<file path="config.mk">
export PLATFORM = sky130hd
export DESIGN_NAME = mult_booth
export DESIGN_NICKNAME = d
export VERILOG_FILES = /design/src/rtl/mult_pkg.sv /design/src/rtl/booth_step.sv /design/src/rtl/mult_booth.sv
export SDC_FILE = /design/constraint.sdc
export NUM_CORES = 1
export LEC_CHECK = 0
export CAP_MARGIN = 30
export CORE_UTILIZATION = 45
export CTS_CLUSTER_DIAMETER = 100
export CTS_CLUSTER_SIZE = 16
export DETAILED_ROUTE_END_ITERATION = 7
export DONT_BUFFER_PORTS = 1
export PLACE_DENSITY = 0.65
export SLEW_MARGIN = 20
export SYNTH_ARGS = -nofsm -noshare
export SYNTH_HDL_FRONTEND = slang
export SYNTH_SLANG_ARGS = --single-unit
</file>
<file path="constraint.sdc">
create_clock -name clk -period 6.6 [get_ports clk]
set_input_delay 1.32 -clock clk [delete_from_list [all_inputs] [get_ports clk]]
set_output_delay 1.32 -clock clk [all_outputs]
set_load 0.02 [all_outputs]
</file>
<file path="src/rtl/mult_pkg.sv">
// Shared definitions for the sequential Booth multiplier.
//   MultWidth    : default operand width
//   mult_state_e : controller state encoding (idle / run / done)
package mult_pkg;

    localparam int unsigned MultWidth = 32;

    typedef enum logic [1:0] {
        StIdle = 2'b00,
        StRun  = 2'b01,
        StDone = 2'b10
    } mult_state_e;

endpackage

</file>
<file path="src/rtl/booth_step.sv">
// One radix-2 Booth iteration: add/subtract/skip the multiplicand into the upper
// accumulator according to the multiplier LSB pair, then shift {acc, q, q_m1} right
// arithmetically by one.
// Ports:
//   acc       : upper accumulator, one bit wider than the operands
//   q         : multiplier / low product bits
//   q_m1      : bit shifted out of q on the previous step
//   mcand     : signed multiplicand
//   acc_next  : accumulator after the step
//   q_next    : multiplier register after the step
//   q_m1_next : new shifted-out bit
module booth_step #(
    parameter int unsigned WIDTH = 32
) (
    input  logic [WIDTH:0]   acc,
    input  logic [WIDTH-1:0] q,
    input  logic             q_m1,
    input  logic [WIDTH-1:0] mcand,
    output logic [WIDTH:0]   acc_next,
    output logic [WIDTH-1:0] q_next,
    output logic             q_m1_next
);

    logic [WIDTH:0] mcand_ext;
    logic [WIDTH:0] sum;

    // The extra accumulator bit keeps -(most-negative) representable.
    assign mcand_ext = {mcand[WIDTH-1], mcand};

    always_comb begin
        sum = acc;
        unique case ({q[0], q_m1})
            2'b01:   sum = acc + mcand_ext;
            2'b10:   sum = acc - mcand_ext;
            default: sum = acc;
        endcase
    end

    assign acc_next  = {sum[WIDTH], sum[WIDTH:1]};
    assign q_next    = {sum[0], q[WIDTH-1:1]};
    assign q_m1_next = q[0];

endmodule

</file>
<file path="src/rtl/mult_booth.sv">
// Sequential signed multiplier using radix-2 Booth recoding, one step per clock.
// A start in idle/done latches a and b; WIDTH steps follow, then the full
// 2*WIDTH-bit product is loaded into hi/lo and done pulses for one cycle.
// Optional feature: define MULT_ZERO_SKIP_EN to complete zero-operand requests
// one edge after the start edge without entering the run state.
// Ports:
//   clk   : clock, rising edge
//   reset : asynchronous active-high reset
//   start : request a multiply of the current a/b (ignored while busy)
//   a     : multiplicand (signed)
//   b     : multiplier (signed)
//   hi    : upper half of the product, held until the next completion
//   lo    : lower half of the product, held until the next completion
//   busy  : high while in the run state
//   done  : high for the cycle in which hi/lo become valid
module mult_booth
    import mult_pkg::*;
#(
    parameter int unsigned WIDTH = MultWidth
) (
    input  logic             clk,
    input  logic             reset,
    input  logic             start,
    input  logic [WIDTH-1:0] a,
    input  logic [WIDTH-1:0] b,
    output logic [WIDTH-1:0] hi,
    output logic [WIDTH-1:0] lo,
    output logic             busy,
    output logic             done
);

    localparam int unsigned CntW = $clog2(WIDTH + 1);

    mult_state_e      state_q, state_d;
    logic [CntW-1:0]  cnt_q, cnt_d;
    logic [WIDTH-1:0] mcand_q, mcand_d;
    logic [WIDTH-1:0] q_q, q_d;
    logic [WIDTH:0]   acc_q, acc_d;
    logic             q_m1_q, q_m1_d;
    logic [WIDTH-1:0] hi_q, hi_d;
    logic [WIDTH-1:0] lo_q, lo_d;

    logic [WIDTH:0]   acc_step;
    logic [WIDTH-1:0] q_step;
    logic             q_m1_step;

`ifdef MULT_ZERO_SKIP_EN
    // Zero operand seen on the start edge; completion follows on the next edge.
    logic skip_q, skip_d;
`endif

    booth_step #(
        .WIDTH (WIDTH)
    ) u_step (
        .acc       (acc_q),
        .q         (q_q),
        .q_m1      (q_m1_q),
        .mcand     (mcand_q),
        .acc_next  (acc_step),
        .q_next    (q_step),
        .q_m1_next (q_m1_step)
    );

    always_comb begin
        state_d = state_q;
        cnt_d   = cnt_q;
        mcand_d = mcand_q;
        q_d     = q_q;
        acc_d   = acc_q;
        q_m1_d  = q_m1_q;
        hi_d    = hi_q;
        lo_d    = lo_q;
`ifdef MULT_ZERO_SKIP_EN
        skip_d  = 1'b0;
`endif

        unique case (state_q)
            StIdle, StDone: begin
                state_d = StIdle;
`ifdef MULT_ZERO_SKIP_EN
                if (skip_q) begin
                    state_d = StDone;
                    hi_d    = '0;
                    lo_d    = '0;
                end else
`endif
                if (start) begin
                    mcand_d = a;
                    q_d     = b;
                    acc_d   = '0;
                    q_m1_d  = 1'b0;
                    cnt_d   = CntW'(WIDTH);
                    state_d = StRun;
`ifdef MULT_ZERO_SKIP_EN
                    if (a == '0 || b == '0) begin
                        cnt_d   = '0;
                        state_d = StIdle;
                        skip_d  = 1'b1;
                    end
`endif
                end
            end

            StRun: begin
                if (cnt_q != '0) begin
                    acc_d  = acc_step;
                    q_d    = q_step;
                    q_m1_d = q_m1_step;
                    cnt_d  = cnt_q - CntW'(1);
                end else begin
                    // Product fits in 2*WIDTH bits, so the accumulator's top bit is redundant.
                    hi_d    = acc_q[WIDTH-1:0];
                    lo_d    = q_q;
                    state_d = StDone;
                end
            end

            default: state_d = StIdle;
        endcase
    end

    always_ff @(posedge clk or posedge reset) begin
        if (reset) begin
            state_q <= StIdle;
            cnt_q   <= '0;
            mcand_q <= '0;
            q_q     <= '0;
            acc_q   <= '0;
            q_m1_q  <= 1'b0;
            hi_q    <= '0;
            lo_q    <= '0;
        end else begin
            state_q <= state_d;
            cnt_q   <= cnt_d;
            mcand_q <= mcand_d;
            q_q     <= q_d;
            acc_q   <= acc_d;
            q_m1_q  <= q_m1_d;
            hi_q    <= hi_d;
            lo_q    <= lo_d;
        end
    end

`ifdef MULT_ZERO_SKIP_EN
    always_ff @(posedge clk or posedge reset) begin
        if (reset) begin
            skip_q <= 1'b0;
        end else begin
            skip_q <= skip_d;
        end
    end
`endif

    assign hi   = hi_q;
    assign lo   = lo_q;
    assign busy = (state_q == StRun);
    assign done = (state_q == StDone);

endmodule

</file>
==> flow_summary.json, run 1 <==
{
  "synth_cells": 1080,
  "async_flop_share": 1.00,
  "antenna_found_initial": 0,
  "slew_headroom": 0.399,
  "grt_pass1_wl_mm": 34.3,
  "path_class": "reg2reg",
  "fp.coreArea_um2": 19600,
  "wire_per_inst_um": 16.1,
  "hold_path.class": "reg2reg",
  "slew_violations": 0,
  "setup-tns-final_ns": 0,
  "die-area_um2": 20700,
  "syn-num-nets": 1183,
  "instances_no_fill": 1332,
  "cp_slowest_cell": "or3_4",
  "clk_pin_slew_worst_paths_ns": 0.08,
  "grt_max_degree": 68,
  "postCtsHoldBufs": 0,
  "critPathArrivalTime_ns": 4.47,
  "layout-drive-gt1-share": 0.0609,
  "first_iter_violations": 392,
  "first_pass_iters": 5,
  "dp_hpwl_mm": 15.1,
  "whs_ns": 0.494,
  "synthDistinctLibCells": 59,
  "routed_wl_mm": 21.5,
  "final_common_cell": "nand2_1",
  "synth_edf_count": 0,
  "ant_nets": 0,
  "rsz0062_at_grt": "false",
  "max_freq_ghz": 0.241,
  "synth.area.top_cells": "dfrtp_1 (47%), nand2_1 (15%), ha_1 (4.8%)",
  "post-place-ws_ns": 2.45,
  "clock_path_buffers": 2,
  "die_x_um": 144,
  "via_count": 7194,
  "rows": 51,
  "placement.io_buffers": 0,
  "cts_root_buf": "clkbuf_16",
  "path_buf_inv": 0,
  "r2r-end": "acc_q[28]$_DFFE_PP0P_",
  "postSynthRegisterBits": 169,
  "synth_area_um2": 9070,
  "min_from": "q_q[14]$_DFFE_PP0P_",
  "vias_per_cell": 5.40,
  "layout.nets": 1157,
  "critPathMaxFanout": 4,
  "grtUsageTotal": 0.212,
  "reg2reg_from": "mcand_q[3]$_DFFE_PP0P_",
  "synth_top_area_frac": 0.466,
  "ios": 133,
  "cts_buffers": 17,
  "gp_congestion": 0.884,
  "postCtsSetupBuffers": 0,
  "yosysSeqAreaShare": 0.466,
  "cp_cell_sequence": "or3_4, nor3_2, nand2b_1, nor4_4, a21oi_1, xnor2_1, ha_1, a211o_1, a211oi_1, nand2b_1, o21ai_1, o41ai_4, a211oi_1, o31a_1, nor4_1, nand3b_1",
  "tightest_slew_ns": 0.900,
  "finalSetupViolCount": 0,
  "max_stage_delay_ns": 0.42,
  "drcViolationCount": 0,
  "worst_slack_ns": 2.46,
  "hold_path_depth": 2,
  "outcome": "finished clean",
  "antenna_cells": 0,
  "cp-end-kind": "flop",
  "required_ns": 6.93,
  "most-common-layout-cells": "nand2_1 (356), dfrtp_1 (169), nor2_1 (79), a21oi_1 (52), xnor2_1 (49)",
  "drv_cap": 0,
  "start_util": 0.463,
  "r2r_cells": 16,
  "cp_top_family": "compound AO/OA/AOI/OAI gates",
  "yosysWarnings": 0,
  "syn_area_per_cell_um2": 8.40,
  "htree_levels": 4,
  "synth_flop_cell": "dfrtp_1",
  "worstHoldEndpoint": "lo[14]$_DFFE_PP0P_",
  "cts-resized-gates": 0,
  "cts_sinks": 169,
  "worst-r2r-setup-slack_ns": 2.46,
  "synth_top_area_cell": "dfrtp_1",
  "area_delta_synth_final_pct": 9.55,
  "die_h_um": 144,
  "cp-start-kind": "flop",
  "fin_crit_ns": 4.14,
  "grt_overflow": 0,
  "dp.cells": 1298,
  "fin_crit_sh": 0.628,
  "grt_pass1_vias": 6759,
  "clkLatencyLatePin_ns": 0.44,
  "skew_ns": 0.0183,
  "hold_viol": 0,
  "cts_tree": "built"
}
[tightest hold or removal path: cells and delay by family (launching register included)]
family           cells  cell delay (ns)
AND/OR/NAND/NOR      2             0.10
flip-flops           1             0.36
[kinds of logic after synthesis]
logic type	synth area share
and+or+nand+nor	0.244
AOI/OAI and AO/OA	0.137
muxes	0.0101
xor gates and xnor gates	0.0589
adders and majority gates	0.0505
buffers and inverters	0.0334
DFF	0.466
[worst max-delay path by stage]
stage	slack [ns]	startpoint	cells past startpoint	endpoint
2_1_floorplan	0.70	reset	1	acc_q[0]$_DFFE_PP0P_
3_5_place_dp	2.45	mcand_q[3]$_DFFE_PP0P_	16	acc_q[28]$_DFFE_PP0P_
3_3_place_gp	2.53	mcand_q[3]$_DFFE_PP0P_	16	acc_q[28]$_DFFE_PP0P_
5_1_grt	2.10	mcand_q[3]$_DFFE_PP0P_	16	acc_q[28]$_DFFE_PP0P_
6_report	2.46	mcand_q[3]$_DFFE_PP0P_	16	acc_q[28]$_DFFE_PP0P_
4_1_cts	2.44	mcand_q[3]$_DFFE_PP0P_	16	acc_q[28]$_DFFE_PP0P_
[sequential cells by signal, indices dropped and copies added (netlist names)]
name / cells
cnt_q: 6
hi: 32
acc_q: 32
state_q: 2
lo: 32
mcand_q: 32
q_m1_q: 1
q_q: 32
[stage by stage]
| step | area (µm²) | utilization |
|---|---|---|
| after floorplan | 9070 | - |
| after global placement | 9250 | 0.472 |
| after detailed placement | 9310 | 0.475 |
| after CTS | 9910 | 0.506 |
| after global routing | 9940 | 0.507 |
| final | 9940 | 0.507 |
[layer usage]
| metal | track usage | part of all wire | vias to the layer above |
|---|---|---|---|
| met5 | 0 | 0 | - |
| met2 | 0.334 | 0.45 | 181 |
| li1 | - | - | 3577 |
| met1 | 0.283 | 0.47 | 3407 |
| met4 | 0.0806 | 0.019 | 0 |
| met3 | 0.0500 | 0.066 | 29 |
[cell usage after synthesis, drive strengths merged, types with 3 or more instances]
master,instances
a31oi,39
nand3b,3
inv,23
a22oi,9
nand4,5
and3b,3
ha,35
xor2,12
clkbuf,47
o21ai,52
nand2,358
nand3,31
nor3b,3
nand2b,6
nor2,79
o21bai,7
o211ai,4
a211oi,5
a21oi,52
o31ai,4
o31a,4
nor4,7
xnor2,49
nor2b,3
a21o,6
nor3,14
and3,5
or3,5
o21a,4
mux2i,8
buf,9
dfrtp,169
[layout make-up]
type	instances	area [µm²]
clock buffers	17	425
inverters	23	91.3
well taps	265	332
multi-input cells	832	4550
clock inverters	15	173
repair buffers	11	133
fillers	1880	9650
flip-flops and latches	169	4230
Power of run 1 is left out: the tool's default activity adds up to more than one toggle a clock period on the data nets, which glitch-free logic cannot reach.
==> inputs of run 2 (changes only) <==
--- a/config.mk
+++ b/config.mk
@@ -11,7 +11,7 @@
 export CTS_CLUSTER_SIZE = 16
 export DETAILED_ROUTE_END_ITERATION = 7
 export DONT_BUFFER_PORTS = 1
-export PLACE_DENSITY = 0.65
+export PLACE_DENSITY = 0.67
 export SLEW_MARGIN = 20
 export SYNTH_ARGS = -nofsm -noshare
 export SYNTH_HDL_FRONTEND = slang
==> constraint.sdc (replaced) <==
create_clock -name clk -period 3.8 [get_ports clk]
set_input_delay 0.76 -clock clk [delete_from_list [all_inputs] [get_ports clk]]
set_output_delay 0.76 -clock clk [all_outputs]
set_load 0.02 [all_outputs]
==> run 2 against run 1 <==
Register-to-register slack worse by 2.5 ns. Critical endpoint unchanged. Via count up 4.4%. The run now ends with negative setup slack left. Critical path depth up 2.
==> flow_summary.json, run 2 (synthesis results as in run 1) <==
{
  "tightest_slew_ns": 0.928,
  "rows": 51,
  "most-common-layout-cells": "nand2_1 (353), dfrtp_1 (169), nor2_1 (78), buf_4 (68), xnor2_1 (45)",
  "ios": 133,
  "clkLatencyLatePin_ns": 0.44,
  "finalSetupViolCount": 7,
  "area_delta_synth_final_pct": 18.2,
  "cts_tree": "built",
  "final_core_util": 0.547,
  "fp.coreArea_um2": 19600,
  "design_area_um2": 10700,
  "cts_buffers": 17,
  "max_freq_ghz": 0.260,
  "skew_ns": 0.0147,
  "layout-drive-gt1-share": 0.155,
  "htree_levels": 4,
  "fin_crit_sh": 1.01,
  "critPathArrivalTime_ns": 4.21,
  "slew_violations": 0,
  "fill_cells": 1741,
  "cp-end-kind": "flop",
  "grt_pass1_wl_mm": 35.8,
  "hold_path.class": "in2reg",
  "cp-start-kind": "flop",
  "die_h_um": 144,
  "fin_crit_ns": 3.85,
  "hold_path_depth": 2,
  "drcViolationCount": 0,
  "grtUsageTotal": 0.220,
  "antenna_found_initial": 0,
  "die_x_um": 144,
  "placed_area_um2": 9730,
  "first_iter_violations": 401,
  "placement.io_buffers": 0,
  "grt_overflow": 0,
  "wire_per_inst_um": 15.8,
  "antenna_cells": 0,
  "worst_slack_ns": -0.0519,
  "final_common_cell": "nand2_1",
  "start_util": 0.463,
  "gp_congestion": 0.916,
  "grt_pass1_vias": 7300,
  "vias_per_cell": 5.37,
  "first_pass_iters": 4,
  "die-area_um2": 20700,
  "grt_max_degree": 170,
  "routed_wl_mm": 22.1,
  "layout.nets": 1223,
  "rsz0062_at_grt": "true",
  "clock_path_buffers": 2,
  "required_ns": 4.16,
  "dp_hpwl_mm": 15.1,
  "cts_sinks": 169,
  "ant_nets": 0,
  "path_class": "reg2reg",
  "via_count": 7508,
  "drv_cap": 0,
  "whs_ns": 0.424,
  "outcome": "finished with violations",
  "r2r_cells": 18,
  "slew_headroom": 0.381,
  "cts_root_buf": "clkbuf_16",
  "critPathMaxFanout": 5,
  "clk_pin_slew_worst_paths_ns": 0.08,
  "violations": "negative setup slack",
  "hold_viol": 0,
  "setup-tns-final_ns": -0.200
}
run 2: cell count changes in the layout (fill, tap and decap cells not counted), sizes merged:
| cell | previous run | this run |
|---|---|---|
| buf | 10 | 77 |
| clkinvlp | 3 | 2 |
| clkinv | 5 | 6 |
| inv | 30 | 29 |
run 2: per-stage QoR:
stage / std cells / worst slack, ns
after floorplan: 1080 / 0.0758
after global placement: 1350 / -0.0484
after detailed placement: 1352 / -0.119
after CTS: 1387 / 0.00191
after global routing: 1398 / -0.301
final: 1398 / -0.0519
run 2: final timing paths:
kind / from / to / slack [ns]
max in group asynchronous: reset / acc_q[24]$_DFFE_PP0P_ / 2.67
max reg2reg: mcand_q[3]$_DFFE_PP0P_ / acc_q[28]$_DFFE_PP0P_ / -0.05
max: mcand_q[3]$_DFFE_PP0P_ / acc_q[28]$_DFFE_PP0P_ / -0.05
min: a[29] / mcand_q[29]$_DFFE_PP0P_ / 0.42
min in group asynchronous: reset / hi[5]$_DFFE_PP0P_ / 0.43
min reg2reg: q_q[12]$_DFFE_PP0P_ / lo[12]$_DFFE_PP0P_ / 0.49
run 2: layer usage:
metal,part of all wire,track usage,up-vias
met3,0.063,0.0579,29
met5,0,0,-
met4,0.016,0.0627,0
met2,0.46,0.349,187
li1,-,-,3716
met1,0.46,0.293,3576
run 2: layout make-up:
type	instances	area (µm²)	share of cell area
Timing Repair Buffer	77	663	0.0619
Clock buffer	18	439	0.0410
Sequential cell	169	4230	0.395
Tap cell	265	332	0.0309
Multi-Input combinational cell	832	4810	0.449
Inverter	23	90.1	0.00841
Clock inverter	14	153	0.0142
run 2: worst max-delay path: stages, from the launching register on:
cell and delay (ns):
dfrtp_1 0.38, or3_4 0.41, nor3_4 0.14, nand2b_1 0.12
nor4_4 0.32, and3b_2 0.30, nor2_1 0.06, xnor2_1 0.13
ha_1 0.34, nand2_2 0.11, o21ai_2 0.06, o41ai_2 0.33
o21a_1 0.22, o41ai_4 0.10, a211oi_2 0.25, o31a_1 0.19
buf_4 0.12, nand4b_1 0.09, nand3b_1 0.11
run 2: timing repair:
action	4_1_cts	5_1_grt
setup buffers	3	11
pin swaps	6	46
endpoints found under the hold margin	0	0
endpoints found under the setup margin	8	16
hold buffers	0	0
resized for setup	7	65
Power of run 2 is left out for the same reason.
